### src/rtl/mem_port_master.sv
`default_nettype none
// ============================================================================
// Module      : mem_port_master
// Description : Valid/ready request front-end for a single-port synchronous
//               memory. Registers one op per cycle onto the port, tracks reads
//               through a latency-matched tag pipeline, and queues read
//               responses in a credit-protected first-word-fall-through FIFO.
// Revision    : 1.0 - initial release
// ============================================================================
module mem_port_master #(
    parameter int DATA_W     = 12,
    parameter int ADDR_W     = 8,
    parameter int RD_LATENCY = 1,
    parameter int RSP_DEPTH  = 4
) (
    input  logic              clk,
    input  logic              i_rst,
    input  logic              i_req_valid,
    output logic              o_req_ready,
    input  logic              i_req_we,
    input  logic [ADDR_W-1:0] i_req_addr,
    input  logic [DATA_W-1:0] i_req_data,
    output logic              o_en,
    output logic              o_we,
    output logic [ADDR_W-1:0] o_addr,
    output logic [DATA_W-1:0] o_wdata,
    input  logic [DATA_W-1:0] i_rdata,
    output logic              o_rsp_valid,
    input  logic              i_rsp_ready,
    output logic [DATA_W-1:0] o_rsp_data,
    output logic [ADDR_W-1:0] o_rsp_addr,
    output logic              o_busy
);

    localparam int                c_PTR_W = $clog2(RSP_DEPTH);
    localparam int                c_CNT_W = c_PTR_W + 1;
    localparam logic [c_CNT_W:0]  c_DEPTH = RSP_DEPTH[c_CNT_W:0];

    logic                  r_en;
    logic                  r_we;
    logic [ADDR_W-1:0]     r_addr;
    logic [DATA_W-1:0]     r_wdata;
    logic [RD_LATENCY-1:0] r_tag_vld;
    logic [ADDR_W-1:0]     r_tag_addr [RD_LATENCY];
    logic [DATA_W-1:0]     r_fifo_data [RSP_DEPTH];
    logic [ADDR_W-1:0]     r_fifo_addr [RSP_DEPTH];
    logic [c_PTR_W-1:0]    r_wr_ptr;
    logic [c_PTR_W-1:0]    r_rd_ptr;
    logic [c_CNT_W-1:0]    r_count;
    logic [c_CNT_W-1:0]    r_inflight;

    logic                  w_accept;
    logic                  w_rd_accept;
    logic                  w_push;
    logic                  w_pop;
    logic [c_CNT_W:0]      w_used;

    // Every accepted read owns a FIFO slot from acceptance until it is popped.
    assign w_used      = {1'b0, r_count} + {1'b0, r_inflight};
    assign o_req_ready = !i_rst && (w_used < c_DEPTH);
    assign w_accept    = i_req_valid && o_req_ready;
    assign w_rd_accept = w_accept && !i_req_we;
    assign w_push      = r_tag_vld[RD_LATENCY-1];
    assign w_pop       = o_rsp_valid && i_rsp_ready;

    assign o_en        = r_en;
    assign o_we        = r_we;
    assign o_addr      = r_addr;
    assign o_wdata     = r_wdata;
    assign o_rsp_valid = (r_count != '0);
    assign o_rsp_data  = o_rsp_valid ? r_fifo_data[r_rd_ptr] : '0;
    assign o_rsp_addr  = o_rsp_valid ? r_fifo_addr[r_rd_ptr] : '0;
    assign o_busy      = (r_inflight != '0) || (r_count != '0);

    always_ff @(posedge clk) begin
        if (i_rst) begin
            r_en    <= 1'b0;
            r_we    <= 1'b0;
            r_addr  <= '0;
            r_wdata <= '0;
        end else begin
            r_en <= w_accept;
            r_we <= w_accept && i_req_we;
            if (w_accept) begin
                r_addr  <= i_req_addr;
                r_wdata <= i_req_data;
            end
        end
    end

    // Stage k holds a read issued k+1 cycles ago; the last stage lines up with i_rdata.
    always_ff @(posedge clk) begin
        if (i_rst) begin
            for (int k = 0; k < RD_LATENCY; k++) begin
                r_tag_vld[k]  <= 1'b0;
                r_tag_addr[k] <= '0;
            end
        end else begin
            r_tag_vld[0]  <= r_en && !r_we;
            r_tag_addr[0] <= r_addr;
            for (int k = 1; k < RD_LATENCY; k++) begin
                r_tag_vld[k]  <= r_tag_vld[k-1];
                r_tag_addr[k] <= r_tag_addr[k-1];
            end
        end
    end

    always_ff @(posedge clk) begin
        if (w_push) begin
            r_fifo_data[r_wr_ptr] <= i_rdata;
            r_fifo_addr[r_wr_ptr] <= r_tag_addr[RD_LATENCY-1];
        end
    end

    always_ff @(posedge clk) begin
        if (i_rst) begin
            r_wr_ptr   <= '0;
            r_rd_ptr   <= '0;
            r_count    <= '0;
            r_inflight <= '0;
        end else begin
            if (w_push) begin
                r_wr_ptr <= r_wr_ptr + 1'b1;
            end
            if (w_pop) begin
                r_rd_ptr <= r_rd_ptr + 1'b1;
            end
            case ({w_push, w_pop})
                2'b10:   r_count <= r_count + 1'b1;
                2'b01:   r_count <= r_count - 1'b1;
                default: r_count <= r_count;
            endcase
            case ({w_rd_accept, w_push})
                2'b10:   r_inflight <= r_inflight + 1'b1;
                2'b01:   r_inflight <= r_inflight - 1'b1;
                default: r_inflight <= r_inflight;
            endcase
        end
    end

endmodule
`default_nettype wire

### config.mk
export PLATFORM = sky130hd
export DESIGN_NAME = mem_port_master
export DESIGN_NICKNAME = d
export VERILOG_FILES = /design/src/rtl/mem_port_master.sv
export SDC_FILE = /design/constraint.sdc
export NUM_CORES = 1
export LEC_CHECK = 0
export ABC_CLOCK_PERIOD_IN_PS = 4680
export CORE_MARGIN = 4
export CORE_UTILIZATION = 56
export DETAILED_ROUTE_END_ITERATION = 6
export PLACE_DENSITY_LB_ADDON = 0.3
export SYNTH_ARGS = -nofsm -noshare
export SYNTH_HDL_FRONTEND = slang
export SYNTH_SLANG_ARGS = --single-unit
### constraint.sdc
create_clock -name clk -period 4.68 [get_ports clk]
set_clock_uncertainty 0.05 [all_clocks]
set_input_delay 0.936 -clock clk [delete_from_list [all_inputs] [get_ports clk]]
set_output_delay 0.936 -clock clk [all_outputs]
set_load 0.05 [all_outputs]
# --- Word-level counts from Yosys, hierarchy flattened ---
# Memories as Yosys holds them, arrays and structs flattened. A register that Yosys moved wholly into a read port is not among the register bits.
# Cells that the tools add are included.
# W data, S select, Z words.
word_totals:
  regBits: 33
  latch_bits: 0
  ramBits: 88
  rom_bits: 0
  input_bits: 37
  out_inout_bits: 45
  wordCells: 54
  memories: 3
op_classes:
  addsub: 7
  multipliers: 0
  n_div: 0
  magnitude_cmp: 1
  n_eq_ne: 4
  n_shift: 0
  mux: 15
  bitwise_logic: 0
  reduce_logical: 15
memory_table:
  columns: ["name", "depth", "word_bits", "read_ports", "rd_ports_with_merged_regs", "write_ports", "line_no", "source"]
  rows:
  - ["r_fifo_data", 4, 12, 1, 1, 1, "45", "logic [DATA_W-1:0] r_fifo_data [RSP_DEPTH];"]
  - ["r_fifo_addr", 4, 8, 1, 1, 1, "46", "logic [ADDR_W-1:0] r_fifo_addr [RSP_DEPTH];"]
  - ["r_tag_addr", 1, 8, 1, 0, 1, "44", "logic [ADDR_W-1:0] r_tag_addr [RD_LATENCY];"]
op_table:
  columns: ["cell", "n"]
  rows:
  - ["$mux W8", 2]
  - ["$mux W12", 1]
  - ["$pmux W3 S2", 2]
  - ["$mux W2", 4]
  - ["$reduce_or A8 Y1", 1]
  - ["$add A3 B1 Y3 const B", 2]
  - ["$logic_and A1 B1 Y1", 6]
  - ["$mux W1", 6]
  - ["$reduce_bool A3 Y1", 2]
  - ["$sub A3 B1 Y3 const B", 2]
  - ["$add A2 B1 Y2 const B", 2]
  - ["$add A3 B3 Y4", 1]
  - ["$eq A2 B1 Y1 const B", 2]
  - ["$eq A2 B2 Y1 const B", 2]
  - ["$lt A4 B3 Y1 const B", 1]
  - ["$reduce_bool A2 Y1", 2]
  - ["$logic_not A1 Y1", 3]
  - ["$logic_or A1 B1 Y1", 1]

# --- Logic depth before layout (Yosys ltp) ---
# Gate-level depths: netlist of the first run.
logic_depth:
  word_depth: 7
  mapped_depth: 11
  ltp_nobuf: 11

# --- Worst setup path before layout of the first run ---
# No wires, ideal clock.
synth_timing:
  kind: "register to output"
  startpoint: "register with a tool-made name"
  endpoint: "output port o_rsp_addr[0]"
  t_arrival_ns: 1.596
  required_time_ns: 3.694
  path_slack_ns: 2.098
  path_stages_with_launch: 4
  n_path_buf: 1
  cell_sequence: "dfxtp_1 > clkbuf_1 > mux4_2 > nor2b_1"
synth_lines:
  columns: ["element", "line_no", "source"]
  rows:
  - ["to (decl)", "31", "output logic [ADDR_W-1:0] o_rsp_addr,"]

==> results.toml, run 1 <==
[final_layout]
finish.net_count = 419
area_growth_pct = 30.8
stdcell_area_um2 = 6240
drive_above_1_share = 0.203
antenna_cells = 0
final_cells = 490
final_cell_mix = "clkdlybuf4s50_1, edfxtp_1, dfxtp_1, nor2b_1"

[synth]
netlist_area_um2 = 4770
ys_ff_latch = 123
yosysSeqAreaShare = 0.684
syn_area_per_cell_um2 = 17.2
ys_types = 29
synthCells = 278
yosys_warnings = 0
async_reset_ff_frac = 0
syn_nets = 325
synth_top_flop_cell = "edfxtp_1"
synth_edf_count = 80

[floorplanning]
start_util = 0.578
rows = 33
die_x_um = 100
core_area_um2 = 8260
dieArea_um2 = 10100
fp.dieH_um = 100
ios = 82

[detailed_routing]
ant_nets = 0
drt-vias-per-instance = 5.25
num_vias = 2572
first_pass_iters = 4
wl_mm = 8.69
drc = 0
first_iter_violations = 60
post_drt_wl_per_cell_um = 17.7

[timing]
setup_slack_ps = 1060
tightest_slew_ps = 1040
fin_crit_sh = 0.773
max_freq_ghz = 0.277
finalHoldViolCount = 0
fin_crit_ps = 3620
final_max_slew_viol_count = 0
slew_headroom = 0.309
rsz0062_at_grt = "false"
tns_ps = 0
setup_viol = 0

[placement]
gp_congestion = 0.755
placed_area_um2 = 5700
hpwlAfterDp_mm = 5.39
dp_cells = 458
port-buffer-count = 81
dp_slack_ps = 1330

[cts]
clk_pin_slew_ps = 50
h-tree-depth = 4
clock_sinks = 123
ctsResizeCount = 0
cts_buffers = 17
postCtsHoldBufs = 0
clock_latency_ps = 500
cts.path.max_buffers = 2
postCtsSetupRepairBufs = 0
cts_tree = "built"
cts_root_buf = "clkbuf_8"

[pwr]
combPwrFrac = 0.268
power_mw = 3.32
vdd_drop_max_mv = 0.370
seqPwrFrac = 0.374
switchingPower_mw = 1.02
cellPowerDensity_nw_per_um2 = 532
internal_power_mw = 2.30
power.share.switching = 0.308
p_leak_nw = 2.22
p_clk_frac = 0.358

[worst_setup_path]
crit_path_max_fanout = 20
r2r-start = "r_count[2]"
cp-end-kind = "output pin"
startpoint_type = "register"
required_ps = 3690
arrival_ps = 2630
worst-setup-path-type = "reg -> out"

[global_routing]
grt_antenna_before_repair = 0
grt_overflow = 0
grt_pass1_vias = 2916
gr-usage-all-layers = 0.189
grt_pass1_wl_mm = 14.2
grt_max_degree = 34

[run_status]
status = "completed"

[worst_hold_path]
min_from = "o_we"
hold_class = "reg -> reg"

[run]
drv_cap = 0
-- worst paths after layout --
kind / end / slack [ps] / cells past startpoint
worst min register to register: r_tag_vld / 400 / 1
worst min-delay path: r_tag_vld / 400 / 1
worst max-delay path: o_rsp_addr[7] / 1060 / 4
worst max register to register: r_inflight[2] / 2280 / 11
-- cells in the mapped netlist, drive strengths merged (2+ instances only) --
cell type  instances  share of area
a21oi              4         0.0042
clkbuf             7         0.0055
and2               6         0.0081
mux2              20          0.063
inv               12         0.0094
nor2              11         0.0087
nor2b             40          0.052
ha                 8          0.021
mux4              20          0.094
dfxtp             43           0.18
edfxtp            80           0.50
xor2               6          0.011
o21ai              2         0.0021
buf                4         0.0068
or3                2         0.0026
fa                 2         0.0084
nand3              2         0.0031
-- kinds of logic (layout without fill, tap and decap cells) --
logic type | after synthesis | count (layout) | share of synthesized area
adder cells (fa/ha/maj) | 10 | 10 | 0.0294
buffers and inverters | 23 | 130 | 0.0218
AO/OA/AOI/OAI | 8 | 8 | 0.00970
XOR/XNOR | 7 | 7 | 0.0128
AND/OR/NAND/NOR | 66 | 66 | 0.0831
multiplexers | 41 | 41 | 0.159
flip-flops | 123 | 123 | 0.684
-- critical path: stages (launching register included) --
cell,delay (ps)
dfxtp_1,320
buf_4,370
mux4_2,570
nor2b_1,160
clkdlybuf4s50_1,710
-- per-stage QoR --
| stage | utilization | hold WS (ps) |
|---|---|---|
| 5_1_grt | 0.756 | 432 |
| 3_5_place_dp | 0.690 | 383 |
| 4_1_cts | 0.756 | 397 |
| 2_1_floorplan | - | 388 |
| 6_report | 0.756 | 396 |
| 3_3_place_gp | 0.690 | 376 |
-- area by class of cell --
class | instances | area, um^2
clock inverter | 14 | 130
fill | 499 | 2010
timing repair buffer | 86 | 846
tap | 105 | 131
sequential | 123 | 3260
clock buffer | 18 | 418
multi-input combinational | 132 | 1410
inverter | 12 | 45.0
-- power by group through the flow --
stage | Clock, mW | Sequential (mW) | Combinational (mW)
CTS | 1.20 | 1.24 | 0.906
finish | 1.19 | 1.24 | 0.891
global placement | 0 | 1.26 | 0.884
detailed placement | 0 | 1.26 | 0.897
floorplan | 0 | 1.32 | 0.554
global route | 1.25 | 1.25 | 0.945
-- routing by layer --
layer  share of wire  vias up  track usage
met5               0        -            0
met4           0.023        0       0.0788
met3           0.072       19       0.0737
met2            0.50       90        0.312
met1            0.40     1249        0.222
li1                -     1214            -
-- registers in the layout, indices dropped and copies added (netlist names), named ones only --
name and cells:
o_we 1, r_fifo_data 48, o_addr 8, o_en 1
r_count 3, r_wr_ptr 2, r_inflight 3, r_rd_ptr 2
o_wdata 12, r_fifo_addr 32, r_tag_vld 1, r_tag_addr 8
Power figures use the tool's default switching activity.
==> inputs of run 2 (changes only) <==
- ABC_CLOCK_PERIOD_IN_PS: 4680 -> 3400
- CORE_UTILIZATION: 56 -> 52
- clock period: 4.68 -> 3.4 ns (I/O delays scaled with it)
==> results.toml, run 2 (synthesized netlist as in run 1, its figures left out) <==
[global_routing]
grt_pass1_wl_mm = 14.1
grt_max_degree = 33
gr-usage-all-layers = 0.171
grt_overflow = 0
grt_pass1_vias = 2781
grt_antenna_before_repair = 0

[floorplanning]
core_area_um2 = 8810
fp.dieH_um = 104
ios = 82
dieArea_um2 = 10800
die_x_um = 104
rows = 34
start_util = 0.542

[worst_setup_path]
path_depth = 4
r2r-start = "r_count[2]"
required_ps = 2670
crit_chain = "nor3_2 > inv_1 > or4_1 > clkdlybuf4s50_1"
slowest_delay_ps = 720
worst-setup-path-type = "reg -> out"
timing.rr.end = "r_inflight[2]"
worst-path-buf-inv = 2
startpoint_type = "register"
reg2reg_slack_ps = 980
crit_path_max_fanout = 6
critPathLaunch = "r_count[2]"
reg2regPathDepth = 11
arrival_ps = 2270
worst_path_max_delay_cell = "clkdlybuf4s50_1"
critPathCapture = "o_busy"
cpLargestDelayFamily = "buffers and inverters"
cp-end-kind = "output pin"

[placement]
gp_congestion = 0.722
hpwlAfterDp_mm = 5.18
placed_area_um2 = 5660
dp_slack_ps = 597
port-buffer-count = 81

[timing]
fin_crit_ps = 3000
tightest_slew_ps = 1040
fin_crit_sh = 0.882
rsz0062_at_grt = "false"
tns_ps = 0
max_freq_ghz = 0.333
setup_slack_ps = 400
slew_headroom = 0.305
final_max_slew_viol_count = 0
setup_viol = 0
finalHoldViolCount = 0

[final_layout]
area_growth_pct = 29.3
finish.net_count = 419
stdcell_area_um2 = 6170
regMostFlops = "r_fifo_data"
largest_reg_flops = 48
antenna_cells = 0
drive_above_1_share = 0.249
final_cell_mix = "edfxtp_1, clkdlybuf4s50_1, dfxtp_1, nor2b_1, buf_4"
layout_commonest_cell = "edfxtp_1"

[cts]
cts_buffers = 17
cts.path.max_buffers = 2
h-tree-depth = 4
cts_tree = "built"
clock_sinks = 123
clock_latency_ps = 500
ctsResizeCount = 0
clk_pin_slew_ps = 60
postCtsHoldBufs = 0
postCtsSetupRepairBufs = 0
cts_root_buf = "clkbuf_8"

[detailed_routing]
post_drt_wl_per_cell_um = 17.4
drc = 0
wl_mm = 8.58
ant_nets = 0
first_pass_iters = 4
first_iter_violations = 83
drt-vias-per-instance = 5.16
num_vias = 2544

[pwr]
vdd_drop_max_mv = 0.610
p_leak_nw = 2.26
power_mw = 4.44
cellPowerDensity_nw_per_um2 = 720

[run]
drv_cap = 0

[run_status]
status = "completed"

[worst_hold_path]
hold_class = "reg -> reg"
run 2: area by class of cell:
type,count,area (um^2)
clock inverters,9,73.8
flip-flops and latches,123,3260
repair buffers,86,808
multi-input cells,132,1410
inverters,12,45.0
fillers,596,2630
well taps,108,135
clock buffers,23,437
run 2: per-stage QoR:
step,cells,util,hold slack [ps]
2_1_floorplan,278,-,388
3_3_place_gp,461,0.643,357
3_5_place_dp,461,0.643,364
4_1_cts,493,0.701,377
5_1_grt,493,0.701,390
6_report,493,0.701,373
run 2: power breakdown:
group / total, mW / internal [mW] / switching [mW]
logic: 1.20 / 0.450 / 0.749
clock network: 1.54 / 0.958 / 0.579
registers: 1.71 / 1.66 / 0.0479
run 2: worst min-delay path by stage:
stage,startpoint,to,slack [ps],cells past startpoint
after floorplan,r_tag_addr[0][0],r_fifo_addr[0][0],390,0
after global placement,o_we,r_tag_vld,360,1
after detailed placement,o_we,r_tag_vld,360,1
after CTS,o_we,r_tag_vld,380,1
after global routing,o_we,r_tag_vld,390,1
final,o_we,r_tag_vld,370,1
run 2: per-layer routing:
layer / track usage / vias up / part of all wire
met1: 0.212 / 1239 / 0.43
li1: - / 1211 / -
met2: 0.268 / 85 / 0.48
met3: 0.0771 / 9 / 0.077
met4: 0.0627 / 0 / 0.0091
met5: 0 / - / 0
==> patch: new RTL, settings of run 2 <==
Set the parameter `ADDR_W` to 9 (it was 8).
--- a/src/rtl/mem_port_master.sv
+++ b/src/rtl/mem_port_master.sv
@@ -9,7 +9,7 @@
 // ============================================================================
 module mem_port_master #(
     parameter int DATA_W     = 12,
-    parameter int ADDR_W     = 8,
+    parameter int ADDR_W     = 9,
     parameter int RD_LATENCY = 1,
     parameter int RSP_DEPTH  = 4
 ) (
Interface: changed (resized i_req_addr, o_addr and o_rsp_addr); port bits go from 82 to 85. The function was not compared with the original's and may differ.
==> patch against run 2 <==
Die area up 4.4%. Synthesized area rose by 4.8%. Cell area increased by 6.3%. Sequential cell count up 6. Setup slack got worse by 190 ps. Sequential power grew 5%. Power rose by 6.9%. Routed wire length increased by 6.7%. Critical path type unchanged.
==> patch: results (changes against run 2) <==
GRT
  – Total Routing Usage GR: 17.59% (was 17.14%)
  – Largest net degree at the start of global routing: 34 (was 33)
  – Via count of the first global-routing pass: 2,844 (was 2,781)
  – Initial antenna violation count: 0 (unchanged)
  – Global-route wire length before repair: 14.69 mm (was 14.09 mm)

Layout
  – Fraction of layout instances using a drive strength above 1: 21.80% (was 24.94%)
  – Filler Cells Inserted: 633 (was 596)
  – Non-filler cells in the finished layout: 528 (was 493)
  – # nets final: 434 (was 419)
  – Ant diodes: 0 (unchanged)
  – Largest Register: r_fifo_data (unchanged)
  – Flip-flop count of the largest register, all copies and words added: 48 (unchanged)

Place
  – Final weighted congestion of routability-driven global placement: 0.7059 (was 0.7223)
  – Placement-stage cell area: 0.006002 mm2 (was 0.005662 mm2)
  – Post-placement cell count: 496 (was 461)
  – HPWL reported at the end of detailed placement: 5.631 mm (was 5.180 mm)
  – Port Buf Inserts: 84 (was 81)
  – Pre-CTS WS: 558.5 ps (was 596.5 ps)

Setup path
  – Max stage delay cell, worst path: clkdlybuf4s50_1 (unchanged)
  – Worst-path fanout max: 21 (was 6)
  – Arr. time, crit path: 2460 ps (was 2270 ps)
  – Family with the most delay on the worst path: buffers and inverters (unchanged)
  – Largest stage delay on the critical path: 720 ps (about the same)

CTS
  – CTS clk-pin slew, worst paths: 60 ps (about the same)
  – Number of buffers created by CTS: 17 (unchanged)
  – CTS Root Buffer Type: clkbuf_8 (unchanged)
  – Resize count post-CTS: 0 (unchanged)
  – Clk Latency, worst-skew pair: 510 ps
  – Number of setup buffers added after CTS: 0 (unchanged)
  – H-tree levels: 4 (unchanged)
  – Clock buffer depth: 2 (unchanged)

Synth
  – Post-synth top cells: edfxtp_1, dfxtp_1, nor2b_1, mux4_2, mux2_4 (was edfxtp_1, dfxtp_1, nor2b_1, mux2_4, mux4_2)
  – Synthesized Nets: 336 (was 325)
  – Count of synthesis-stage warnings from yosys: 0 (unchanged)
  – Unique masters post-synth: 33 (was 29)
  – Share of flip-flops with an asynchronous set or reset: 0% (unchanged)
  – Sequential element share of the synthesized area: 68.45% (was 68.38%)
  – Top FF cell, synth: edfxtp_1 (unchanged)
  – Number of flops mapped to enable cells by yosys: 84 (was 80)
  – Mapped Cells: 288 (was 278)
  – Area contributors post-synth: edfxtp_1, dfxtp_1, mux4_2 (unchanged)

Pwr
  – P_leak: 2.346 nW (was 2.255 nW)
  – Worst vdd ir: 0.6281 mV (was 0.6100 mV)

Drt
  – DRT iter0 DRCs: 81 (was 83)
  – DRT Wirelength: 9.149 mm (was 8.576 mm)
  – 1st-pass router iterations: 4 (unchanged)
  – Via total after detailed routing: 2,667 (was 2,544)

Timing
  – Endpoints failing setup: 0 (unchanged)
  – Relative slew margins: 26.94% (was 30.46%)

Outcome
  – Run status: complete, no violations (unchanged)

Worst hold path
  – Path type of the worst min-delay path: register to register (unchanged)
[patch: changes by cell type after synthesis, sizes merged, moves of 2 or more]
cell           run 2  this run
and2b              0         6
buf                4         6
clkbuf             7         5
dfxtp             43        45
edfxtp            80        84
nor2b             40        36
[patch: cell families (layout without fill, tap and decap cells)]
family / count (synthesis) / after routing / synth area share (%)
flops: 129 / 129 / 68.45
simple gates: 68 / 68 / 8.506
mux: 43 / 43 / 15.89
buf+inv: 23 / 134 / 2.201
fa+ha+maj: 10 / 10 / 2.802
compound gates: 8 / 8 / 0.9258
xor+xnor: 7 / 7 / 1.226
[patch: cell type report]
| cell class | instances | area [um2] | share of cell area, % |
|---|---|---|---|
| repair buffers | 90 | 898.4 | 13.69 |
| inverters | 12 | 45.04 | 0.6864 |
| multi-input cells | 136 | 1473 | 22.44 |
| clock buffers | 18 | 417.9 | 6.368 |
| clock inverters | 14 | 142.6 | 2.174 |
| flip-flops and latches | 129 | 3425 | 52.18 |
| well taps | 129 | 161.4 | 2.459 |
[patch: metal layers]
layer,global-route usage [%],vias to the layer above,routed length (um)
met1,20.41,1332,3691
li1,-,1255,-
met2,29.37,74,4792
met4,5.273,0,81
met5,0,-,0
met3,8.075,6,583
[patch: power breakdown]
part           internal [mW]  switching [mW]
registers               1.74          0.0509
clock network           1.04           0.647
logic                  0.503           0.773
total                   3.28            1.47
[patch: path summary, 6_finish.rpt]
check | startpoint | to | slack, ps | cells after the start
setup / recovery | register | o_rsp_addr[1] | 210 | 4
hold reg to reg | o_we$_SDFF_PP0_ | r_tag_vld$_SDFF_PP0_ | 380 | 1
hold / removal | o_we$_SDFF_PP0_ | r_tag_vld$_SDFF_PP0_ | 380 | 1
setup reg to reg | r_count[2]$_SDFFE_PP0P_ | r_inflight[2]$_SDFFE_PP0P_ | 1010 | 11
[patch: through the flow]
step	utilization (%)	power, mW
CTS	70.69	4.804
detailed placement	64.65	3.114
finish	70.69	4.752
global placement	64.65	3.100
global route	70.69	4.951
floorplan	-	2.698
